==> config.mk <==
export PLATFORM = sky130hd
export DESIGN_NAME = mux_scan_sequencer_flat
export DESIGN_NICKNAME = d
export VERILOG_FILES = /design/src/rtl/mux_scan_sequencer_pkg.sv /design/src/rtl/mux_scan_sequencer_if.sv /design/src/rtl/mux_scan_sequencer_chan_next_finder.sv /design/src/rtl/mux_scan_sequencer.sv /design/src/flat_wrapper.sv
export SDC_FILE = /design/constraint.sdc
export NUM_CORES = 1
export LEC_CHECK = 0
export ABC_AREA = 1
export CORE_MARGIN = 1.5
export CORE_UTILIZATION = 40
export CTS_BUF_LIST = sky130_fd_sc_hd__clkbuf_4
export DETAILED_ROUTE_END_ITERATION = 16
export GPL_TIMING_DRIVEN = 0
export PLACE_DENSITY = 0.74
export SETUP_SLACK_MARGIN = 0.3
export SYNTH_ARGS = -nofsm -noshare
export SYNTH_HDL_FRONTEND = slang
export SYNTH_HIERARCHICAL = 1
export SYNTH_SLANG_ARGS = --single-unit
==> constraint.sdc <==
create_clock -name clk -period 1.4 [get_ports clk]
set_clock_uncertainty 0.15 [all_clocks]
set_input_delay 0.14 -clock clk [delete_from_list [all_inputs] [get_ports clk]]
set_output_delay 0.14 -clock clk [all_outputs]
set_load 0.005 [all_outputs]
==> src/rtl/mux_scan_sequencer_pkg.sv <==
// Shared types and constants for the 4:1 MUX scan sequencer.
package mux_scan_sequencer_pkg;

  // Two-state scan controller encoding.
  typedef enum logic {
    ST_IDLE = 1'b0,
    ST_SCAN = 1'b1
  } state_e;

  // Channel select codes as driven onto {S1,S0}.
  localparam logic [1:0] CH0 = 2'b00;
  localparam logic [1:0] CH1 = 2'b01;
  localparam logic [1:0] CH2 = 2'b10;
  localparam logic [1:0] CH3 = 2'b11;

  // Default settle time and counter width.
  localparam int SETTLE_DEFAULT = 1;
  localparam int CNT_W_DEFAULT  = 4;

endpackage

==> src/rtl/mux_scan_sequencer_if.sv <==
// Control/status bundle between the scan sequencer and its user plus the MUX.
//
// Handshake: start is a level sampled on every rising clk edge. It is acted on
// only when the sequencer is idle (busy=0); an accepted start raises busy on
// that same edge. Completion is a single-cycle done pulse, coincident with the
// cycle in which busy falls. A start with en=0 produces done alone.
interface mux_scan_sequencer_if;
  import mux_scan_sequencer_pkg::*;

  logic       start;
  logic [3:0] en;
  logic       y;
  logic       s1;
  logic       s0;
  logic [3:0] samples;
  logic       busy;
  logic       done;
  state_e     state;

  // Sequencer side.
  modport slave (
    input  start, en, y,
    output s1, s0, samples, busy, done, state
  );

  // Requester / MUX side.
  modport master (
    output start, en, y,
    input  s1, s0, samples, busy, done, state
  );
endinterface

==> src/rtl/mux_scan_sequencer_chan_next_finder.sv <==
// Combinational search for the next enabled channel in ascending order.
// With from_none set it returns the lowest set bit of mask; otherwise the
// lowest set bit strictly above cur. has_next reports whether one exists.
module mux_scan_sequencer_chan_next_finder
  import mux_scan_sequencer_pkg::*;
(
  input  logic [3:0] mask,
  input  logic [1:0] cur,
  input  logic       from_none,
  output logic [1:0] next_ch,
  output logic       has_next
);

  // Walk from the top down so the last hit is the lowest qualifying channel.
  always_comb begin
    next_ch  = cur;
    has_next = 1'b0;
    for (int i = 3; i >= 0; i--) begin
      if (mask[i] && (from_none || (i > int'(cur)))) begin
        next_ch  = 2'(i);
        has_next = 1'b1;
      end
    end
  end

endmodule

==> src/rtl/mux_scan_sequencer.sv <==
// Scans the enabled inputs of a 4:1 MUX in ascending order, waits a settle
// time on each, captures Y per channel and pulses done at the end of a pass.
module mux_scan_sequencer
  import mux_scan_sequencer_pkg::*;
#(
  parameter int SETTLE_CYCLES = SETTLE_DEFAULT,
  parameter int CNT_W         = CNT_W_DEFAULT
) (
  input  logic                  clk,
  input  logic                  rst,
  mux_scan_sequencer_if.slave   bus
);

  // The settle counter must be able to hold its reload value.
  generate
    if ((SETTLE_CYCLES < 0) || (SETTLE_CYCLES >= (1 << CNT_W))) begin : g_bad_settle
      $error("mux_scan_sequencer: SETTLE_CYCLES does not fit in CNT_W bits");
    end
  endgenerate

  localparam logic [CNT_W-1:0] SETTLE_RELOAD = CNT_W'(SETTLE_CYCLES);

  state_e           state;
  logic [1:0]       sel;
  logic [CNT_W-1:0] cnt;
  logic [3:0]       mask_q;
  logic [3:0]       samples;
  logic             busy;
  logic             done;

  logic [1:0]       first_ch;
  logic             first_ok;
  logic [1:0]       next_ch;
  logic             has_next;

  // First channel of a new scan, taken straight from the live enable mask.
  mux_scan_sequencer_chan_next_finder u_first (
    .mask      (bus.en),
    .cur       (CH0),
    .from_none (1'b1),
    .next_ch   (first_ch),
    .has_next  (first_ok)
  );

  // Next channel within the running scan, from the latched mask.
  mux_scan_sequencer_chan_next_finder u_next (
    .mask      (mask_q),
    .cur       (sel),
    .from_none (1'b0),
    .next_ch   (next_ch),
    .has_next  (has_next)
  );

  // Scan FSM with settle counter, sample capture and done/busy flags.
  always_ff @(posedge clk) begin
    if (rst) begin
      state   <= ST_IDLE;
      sel     <= CH0;
      cnt     <= '0;
      mask_q  <= 4'b0000;
      samples <= 4'b0000;
      busy    <= 1'b0;
      done    <= 1'b0;
    end else begin
      done <= 1'b0;
      case (state)
        ST_IDLE: begin
          if (bus.start) begin
            if (first_ok) begin
              mask_q  <= bus.en;
              samples <= samples & bus.en;
              sel     <= first_ch;
              cnt     <= SETTLE_RELOAD;
              busy    <= 1'b1;
              state   <= ST_SCAN;
            end else begin
              // Empty mask: report completion without touching anything else.
              done <= 1'b1;
            end
          end
        end
        ST_SCAN: begin
          if (cnt != '0) begin
            cnt <= cnt - CNT_W'(1);
          end else begin
            samples[sel] <= bus.y;
            if (has_next) begin
              sel <= next_ch;
              cnt <= SETTLE_RELOAD;
            end else begin
              done  <= 1'b1;
              busy  <= 1'b0;
              state <= ST_IDLE;
            end
          end
        end
        default: state <= ST_IDLE;
      endcase
    end
  end

  // All outputs come straight from registers.
  assign bus.s1      = sel[1];
  assign bus.s0      = sel[0];
  assign bus.samples = samples;
  assign bus.busy    = busy;
  assign bus.done    = done;
  assign bus.state   = state;

endmodule

==> src/flat_wrapper.sv <==
// flat-port wrapper written by rule: the top's interface ports become plain ports
module mux_scan_sequencer_flat import mux_scan_sequencer_pkg::*;
#(
  parameter int SETTLE_CYCLES = SETTLE_DEFAULT,
  parameter int CNT_W         = CNT_W_DEFAULT
)
  (clk, rst, bus_start, bus_en, bus_y, bus_s1, bus_s0, bus_samples, bus_busy, bus_done, bus_state);
  mux_scan_sequencer_if bus_i ();
  input  logic clk;
  input  logic rst;
  input wire logic [$bits(bus_i.start)-1:0] bus_start;
  input wire logic [$bits(bus_i.en)-1:0] bus_en;
  input wire logic [$bits(bus_i.y)-1:0] bus_y;
  output wire logic [$bits(bus_i.s1)-1:0] bus_s1;
  output wire logic [$bits(bus_i.s0)-1:0] bus_s0;
  output wire logic [$bits(bus_i.samples)-1:0] bus_samples;
  output wire logic [$bits(bus_i.busy)-1:0] bus_busy;
  output wire logic [$bits(bus_i.done)-1:0] bus_done;
  output wire logic [$bits(bus_i.state)-1:0] bus_state;
  assign bus_i.start = bus_start;
  assign bus_i.en = bus_en;
  assign bus_i.y = bus_y;
  assign bus_s1 = bus_i.s1;
  assign bus_s0 = bus_i.s0;
  assign bus_samples = bus_i.samples;
  assign bus_busy = bus_i.busy;
  assign bus_done = bus_i.done;
  assign bus_state = bus_i.state;
  mux_scan_sequencer #(.SETTLE_CYCLES(SETTLE_CYCLES), .CNT_W(CNT_W)) u_core (.clk(clk), .rst(rst), .bus(bus_i));
endmodule
==> impl_metrics.yaml, run 1 <==
global_routing:
  antenna_found_initial: 0
  grt_pass1_wl_um: 4750
  grt_use_total_pct: 19.1
  grt_max_degree: 11
  grt_remaining_overflow: 0
  first_global_vias: 1139
min_path:
  hold_class: "input port to flip-flop"
  min_path_cells: 3
finish:
  synthToLayoutAreaGrowth_pct: 49.2
  finalNetCount: 232
  layout-drive-gt1-share_pct: 41.6
  multiInputGateArea_um2: 842
  seqCellArea_um2: 358
  fin_area_mm2: 0.00168
  n_antenna_cell: 0
  fill_cells: 249
worst_setup_path:
  cp.required_ns: 1.43
  crit_type: "flip-flop to flip-flop"
  ff2ff_path_depth: 8
  crit_fanout: 6
  startpoint_type: "flip-flop"
  cp_data_arrival_time_ns: 1.47
  endpoint_kind: "flip-flop"
run:
  drv_cap: 0
sta:
  hold_viol: 0
  setup_viol: 7
  slew_violations: 0
  period_share_pct: 103
  layout_setup_ws_ns: -0.0376
  whs_ns: 0.154
  fmax_ghz: 0.696
  rsz0062_at_grt: "true"
  min_period_ns: 1.44
yosys:
  postSynthCellCount: 175
  synthArstFlopShare_pct: 0
  yosys_warnings: 6
  synth.most_common_cell: "nand2_1"
  synth-simple-area-share_pct: 43.0
  synthTopCellsByArea: "dfxtp_1, nand2_1, nor2_1"
  synth_mux_area_share_pct: 0
  synth_compound_area_share_pct: 13.7
  synth-seq-cells: 17
  yosysTopAreaCellShare_pct: 30.2
  synth_area_per_cell_um2: 6.45
  synth_top_family_by_area: "simple AND/OR/NAND/NOR gates"
  synthFlopType: "dfxtp_1"
  synth_edf_count: 0
  synth_largest_area_cell: "dfxtp_1"
  syn_area_mm2: 0.00113
  ys_types: 27
  synthTopCellsByCount: "nand2_1, nor2_1, dfxtp_1"
  yosys.area_share.adder_pct: 2.22
  yosysSeqAreaShare_pct: 30.2
  synth_xor_area_share_pct: 0
pwr:
  pwr-share-comb_pct: 50.0
  p_total_mw: 1.84
  peakVddDrop_mv: 0.675
  powerDensity_mw_per_mm2: 1090
  p_seq_share_pct: 34.5
  p_int_mw: 1.14
  power_frac_clock_pct: 15.6
  p_leak_nw: 0.818
  p_sw_share_pct: 38.0
  power.switching_mw: 0.700
clocking:
  clock_path_buffers: 2
  root_buffer: "clkbuf_4"
  tritoncts: "built"
  cts-buffers-inserted: 3
  clock_latency_ns: 0.29
  cts_max_level: 1
  hold_buffers: 0
  clk_pin_slew_ns: 0.10
  cts_sinks: 17
die:
  die_x_um: 56.1
  die-height_um: 56.1
  initial_core_util_pct: 41.6
  ios: 17
  die-area_mm2: 0.00315
  core-area_mm2: 0.00271
  rows: 19
drt:
  routed_wirelength_um: 2900
  route.detailed.drc: 0
  drtIter0Drc: 21
  vias: 1229
  via_per_inst: 4.88
  wl_per_cell_um: 11.5
  drtPass1Iterations: 4
  ant_nets: 0
outcome:
  failed_checks: "setup timing"
  status: "finished, violations left"
placed_design:
  gp_congestion: 0.760
  hpwl_um: 1820
  dp_slack_ns: -0.478
  place_area_mm2: 0.00141
  io_buffers: 16
==> layout by cell type, fill, tap and decap left out, drive strengths merged, types with 5 or more instances in the layout <==
cell type,n
a21oi,17
buf,28
clkbuf,5
conb,10
dfxtp,17
dlygate4sd2,5
inv,20
nand2,44
nand3,18
nor2,32
o21ai,8
==> critical path: stages, from the launching register on <==
cell and delay, ns:
dfxtp_4 0.40, nand2_4 0.07, nand2_4 0.07, nand4_1 0.14, nand2_1 0.11, inv_2 0.04, nor2_4 0.16, buf_4 0.14
a21oi_2 0.04
==> state kept, by name, summed over array words and instances (netlist names) <==
register / count
u_core/bus.busy: 1
u_core/mask_q: 4
u_core/bus.state: 1
u_core/cnt: 4
u_core/bus.done: 1
u_core/sel: 2
u_core/bus.samples: 4
==> through the flow <==
step                cells  setup TNS [ns]  utilization [%]
finish                252          -0.189             62.1
floorplan             183               0                -
detailed placement    230           -6.28             52.2
global route          252          -0.848             62.1
global placement      230           -6.27             52.2
CTS                   248         -0.0251             58.5
==> power groups by stage <==
| stage | clock network [mW] | logic (mW) | registers, mW |
|---|---|---|---|
| after global placement | 0 | 0.674 | 0.652 |
| final | 0.287 | 0.920 | 0.635 |
| after floorplan | 0 | 0.489 | 0.642 |
| after detailed placement | 0 | 0.683 | 0.653 |
| after global routing | 0.319 | 1.01 | 0.647 |
| after CTS | 0.299 | 0.820 | 0.625 |
==> worst paths after layout <==
kind                    from               end  slack (ns)
max            u_core/sel[1]  u_core/bus.state       -0.04
max reg2reg    u_core/sel[1]  u_core/bus.state       -0.04
min reg2reg  u_core/bus.busy   u_core/bus.busy        0.33
min                bus_en[1]  u_core/mask_q[1]        0.15
==> final cells by class <==
class / instances / share of cell area [%]
multi-input cells: 142 / 50.0
clock buffers: 4 / 1.78
repair buffers: 34 / 17.1
inverters: 20 / 4.90
plain buffers: 4 / 2.67
flip-flops and latches: 17 / 21.2
well taps: 31 / 2.30
==> routing by layer <==
metal / global-route usage (%) / vias to the layer above / share of wire (%)
met4: 8.84 / 0 / 1.7
met2: 34.3 / 17 / 51
met5: 0 / - / 0
met1: 22.5 / 560 / 45
li1: - / 646 / -
met3: 2.09 / 6 / 2.0
==> repair_timing <==
| action | CTS | global route |
|---|---|---|
| cloned | 1 | 0 |
| setup buffers | 13 | 4 |
| pin swaps | 9 | 17 |
| gates resized for setup | 61 | 19 |
| endpoints found under the setup margin | 26 | 20 |
| hold endpoints to repair | 0 | 0 |
==> cells by family after synthesis <==
logic type | after synthesis
flops | 17
other cells | 2
simple gates | 102
compound gates | 28
buf+inv | 24
fa+ha+maj | 2
Power figures use the tool's default switching activity.
==> inputs of run 2 (changes only) <==
- CORE_MARGIN: 1.5 -> not set
==> impl_metrics.yaml, run 2 (synthesis gave the netlist of run 1 again) <==
drt:
  routed_wirelength_um: 3620
  ant_nets: 0
  route.detailed.drc: 0
  drtIter0Drc: 34
  via_per_inst: 5.17
  vias: 1340
  drtPass1Iterations: 5
  wl_per_cell_um: 14.0
worst_setup_path:
  cp_num_buf_inv: 1
  path_cells: "nand2_2 > nand3_2 > nand4_1 > nand2_1 > inv_2 > nor2_4 > nand3_1 > a21oi_1"
  ff2ff_path_depth: 8
  r2r_slack_ns: -0.07
  crit_fanout: 6
  cp_top_family: "simple AND/OR/NAND/NOR gates"
  cp-startpoint: "u_core/sel[0]"
  cp_data_arrival_time_ns: 1.54
  endpoint_kind: "flip-flop"
  crit_type: "flip-flop to flip-flop"
  cp.required_ns: 1.47
  r2r-start: "u_core/sel[0]"
  critPathSlowestCell: "dfxtp_4"
  startpoint_type: "flip-flop"
  slowest_delay_ns: 0.40
  r2r_end: "u_core/cnt[3]"
global_routing:
  grt_pass1_wl_um: 5240
  grt_max_degree: 11
  first_global_vias: 1251
  antenna_found_initial: 0
  grt_use_total_pct: 24.9
  grt_remaining_overflow: 0
min_path:
  hp-start: "bus_en[1]"
  hold_class: "input port to flip-flop"
  hold_path_end: "u_core/mask_q[1]"
  min_path_cells: 3
placed_design:
  io_buffers: 16
  place_area_mm2: 0.00141
  gp_congestion: 0.783
  hpwl_um: 2010
sta:
  fmax_ghz: 0.681
  hold_viol: 0
  period_share_pct: 105
  setup_viol: 8
  rsz0062_at_grt: "true"
  slew_violations: 0
  layout_setup_ws_ns: -0.0690
  finalSetupTns_ns: -0.383
  min_period_ns: 1.47
run:
  drv_cap: 0
finish:
  layout-drive-gt1-share_pct: 47.2
  n_antenna_cell: 0
  fin_area_mm2: 0.00180
  synthToLayoutAreaGrowth_pct: 59.8
  layout_common_cells: "nand2_1, nor2_1, buf_4"
  layout_commonest_cell: "nand2_1"
  finalNetCount: 240
  reg_top3: "u_core/bus.samples: 4 flops, u_core/cnt: 4 flops, u_core/mask_q: 4 flops"
die:
  rows: 18
  die-height_um: 55.1
  die_x_um: 55.1
  core-area_mm2: 0.00257
  ios: 17
  die-area_mm2: 0.00304
  initial_core_util_pct: 44.0
clocking:
  cts_sinks: 17
  clock_path_buffers: 2
  hold_buffers: 0
  clock_latency_ns: 0.30
  cts_max_level: 1
  tritoncts: "built"
  root_buffer: "clkbuf_4"
  cts-buffers-inserted: 3
  clk_pin_slew_ns: 0.11
pwr:
  p_leak_nw: 0.876
  p_total_mw: 2.02
  powerDensity_mw_per_mm2: 1120
  peakVddDrop_mv: 0.708
outcome:
  failed_checks: "setup timing"
  status: "finished, violations left"
==> run 2: routing by layer <==
layer	vias to the layer above	GRT usage (%)	wire (µm)	part of all wire, %
li1	659	-	-	-
met1	624	28.4	1460	40
met2	45	43.4	1890	52
met3	12	3.01	158	4.4
met4	0	15.8	100	2.8
met5	-	0	0	0
==> run 2: layout make-up <==
type / instances / area, µm²
plain buffers: 4 / 50.0
clock buffers: 4 / 30.0
fillers: 195 / 764
inverters: 20 / 87.6
multi-input cells: 142 / 866
flip-flops and latches: 17 / 358
well taps: 30 / 37.5
repair buffers: 42 / 374
==> run 2: worst max-delay path by stage <==
stage                     to  cells after the start  slack (ns)
2_1_floorplan  u_core/cnt[0]                      9        0.12
3_3_place_gp   u_core/cnt[0]                      9       -0.46
3_5_place_dp   u_core/cnt[0]                      9       -0.50
4_1_cts        u_core/cnt[1]                      8       -0.02
5_1_grt        u_core/cnt[1]                      8       -0.12
6_report       u_core/cnt[3]                      8       -0.07
==> run 2: metrics by stage <==
stage                     setup slack, ns  hold WS, ns  util (%)  instances
after floorplan                     0.121       0.0517         -        183
after global placement             -0.460        0.303      55.0        229
after detailed placement           -0.496        0.311      55.0        229
after CTS                         -0.0154        0.156      65.2        253
after global routing               -0.124        0.159      70.2        259
final                             -0.0690        0.151      70.2        259
==> run 2: report_power, final <==
group | switching [mW] | internal (mW) | total, mW
Sequential | 0.0636 | 0.568 | 0.632
Combinational | 0.566 | 0.529 | 1.09
Clock | 0.163 | 0.130 | 0.293
Total | 0.793 | 1.23 | 2.02
==> run 2: timing repair <==
action | 4_1_cts | 5_1_grt
gates cloned | 1 | 1
setup buffers | 19 | 5
endpoints found under the setup margin | 26 | 20
pin swaps | 13 | 18
gates resized for setup | 75 | 20
==> run 2: worst min-delay path, stage by stage <==
cell           delay (ns)
dlygate4sd2_1        0.28
o21ai_2              0.08
nor2_1               0.07
==> inputs of run 3 (changes only) <==
- TNS_END_PERCENT: not set -> 10
==> impl_metrics.yaml, run 3 (synthesis gave the netlist of run 1 again) <==
outcome:
  status: "finished, violations left"
  failed_checks: "setup timing"
sta:
  fmax_ghz: 0.709
  slew_violations: 0
  layout_setup_ws_ns: -0.0101
  period_share_pct: 101
  rsz0062_at_grt: "true"
  setup_viol: 2
  min_period_ns: 1.41
  hold_viol: 0
  finalSetupTns_ns: -0.0154
clocking:
  clk_pin_slew_ns: 0.10
  clock_path_buffers: 2
  hold_buffers: 0
  tritoncts: "built"
  cts_sinks: 17
  cts-buffers-inserted: 3
  cts_max_level: 1
  clock_latency_ns: 0.30
  root_buffer: "clkbuf_4"
drt:
  vias: 1188
  wl_per_cell_um: 11.0
  routed_wirelength_um: 2710
  via_per_inst: 4.85
  ant_nets: 0
  drtIter0Drc: 17
  drtPass1Iterations: 5
  route.detailed.drc: 0
min_path:
  hold_path_end: "u_core/mask_q[1]"
  min_path_cells: 3
  hold_class: "input port to flip-flop"
  hp-start: "bus_en[1]"
placed_design:
  io_buffers: 16
  place_area_mm2: 0.00137
  dp_slack_ns: -0.494
  hpwl_um: 1830
  gp_congestion: 0.790
  post-place-cells: 229
global_routing:
  antenna_found_initial: 0
  grt_max_degree: 11
  grt_remaining_overflow: 0
  grt_use_total_pct: 19.4
  grt_pass1_wl_um: 4200
  first_global_vias: 1033
worst_setup_path:
  r2r_end: "u_core/sel[0]"
  r2r_slack_ns: -0.01
  r2r-start: "u_core/sel[1]"
  cp.required_ns: 1.49
  crit_type: "flip-flop to flip-flop"
  startpoint_type: "flip-flop"
  cp_top_family: "simple AND/OR/NAND/NOR gates"
  slowest_delay_ns: 0.38
  crit_fanout: 5
  cp_data_arrival_time_ns: 1.50
  path_cells: "nand2_4 > nand3_4 > buf_12 > a21oi_2 > nand2_1 > a21boi_1 > nand3_1 > nand2_1 > nor2_1"
  ff2ff_path_depth: 9
  endpoint_kind: "flip-flop"
  cpMostUsedCell: "nand2_1"
  critPathSlowestCell: "dfxtp_4"
  cp_num_buf_inv: 1
pwr:
  powerDensity_mw_per_mm2: 1110
  p_leak_nw: 0.763
  peakVddDrop_mv: 0.874
finish:
  layout-drive-gt1-share_pct: 32.6
  layout_common_cells: "nand2_1, nor2_1, a21oi_1"
  fin_area_mm2: 0.00155
  final_util_pct: 60.2
  layout_commonest_cell: "nand2_1"
  reg_top3: "u_core/bus.samples: 4 flops, u_core/cnt: 4 flops, u_core/mask_q: 4 flops"
  stdcell_count: 245
  synthToLayoutAreaGrowth_pct: 37.0
  finalNetCount: 226
  n_antenna_cell: 0
die:
  rows: 18
  core-area_mm2: 0.00257
  die_x_um: 55.1
  initial_core_util_pct: 44.0
  die-height_um: 55.1
  die-area_mm2: 0.00304
  ios: 17
run:
  drv_cap: 0
-- run 3: metrics by stage --
step	hold WS (ns)	total power [mW]
floorplan	0.0591	1.09
global placement	0.303	1.27
detailed placement	0.303	1.29
CTS	0.156	1.68
global route	0.193	1.85
finish	0.170	1.72
-- run 3: worst max path at each step --
stage / depth (start not counted) / endpoint / slack, ns / from
after CTS: 8 / u_core/cnt[2] / -0.03 / u_core/sel[1]
final: 9 / u_core/sel[0] / -0.01 / u_core/sel[1]
after floorplan: 9 / u_core/cnt[0] / 0.12 / u_core/sel[0]
after global routing: 8 / u_core/cnt[1] / -0.11 / u_core/sel[0]
after global placement: 9 / u_core/cnt[0] / -0.48 / bus_en[0]
after detailed placement: 9 / u_core/cnt[0] / -0.49 / bus_en[0]
-- run 3: routing by layer --
metal  wire [µm]  global-route usage, %  vias to the layer above
li1            -                      -                      631
met1        1200                   22.7                      543
met2        1420                   35.9                       12
met3          70                   3.28                        2
met4          22                   5.00                        0
met5           0                      0                        -
-- run 3: tightest hold or removal path, cell delays in order --
cell	delay [ns]
dlygate4sd2_1	0.27
o21ai_0	0.11
nor2_1	0.07
-- run 3: where the power goes --
| part | total [mW] | leakage (nW) | switching (mW) | internal [mW] |
|---|---|---|---|---|
| clock network | 0.297 | 0.0184 | 0.167 | 0.130 |
| logic | 0.790 | 0.601 | 0.424 | 0.367 |
| registers | 0.629 | 0.144 | 0.0614 | 0.568 |
| total | 1.72 | 0.763 | 0.652 | 1.06 |
-- run 3: layout make-up --
cell class              count  area (µm²)
fillers                   260        1020
multi-input cells         142         772
flip-flops and latches     17         357
repair buffers             28         226
inverters                  20        85.1
plain buffers               4        38.8
well taps                  30        37.5
clock buffers               4        30.0
-- run 3: repair_timing --
action / CTS / global route
resized for setup: 56 / 12
pin swaps: 13 / 6
buffers inserted: 11 / 1
endpoints found under the setup margin: 26 / 19
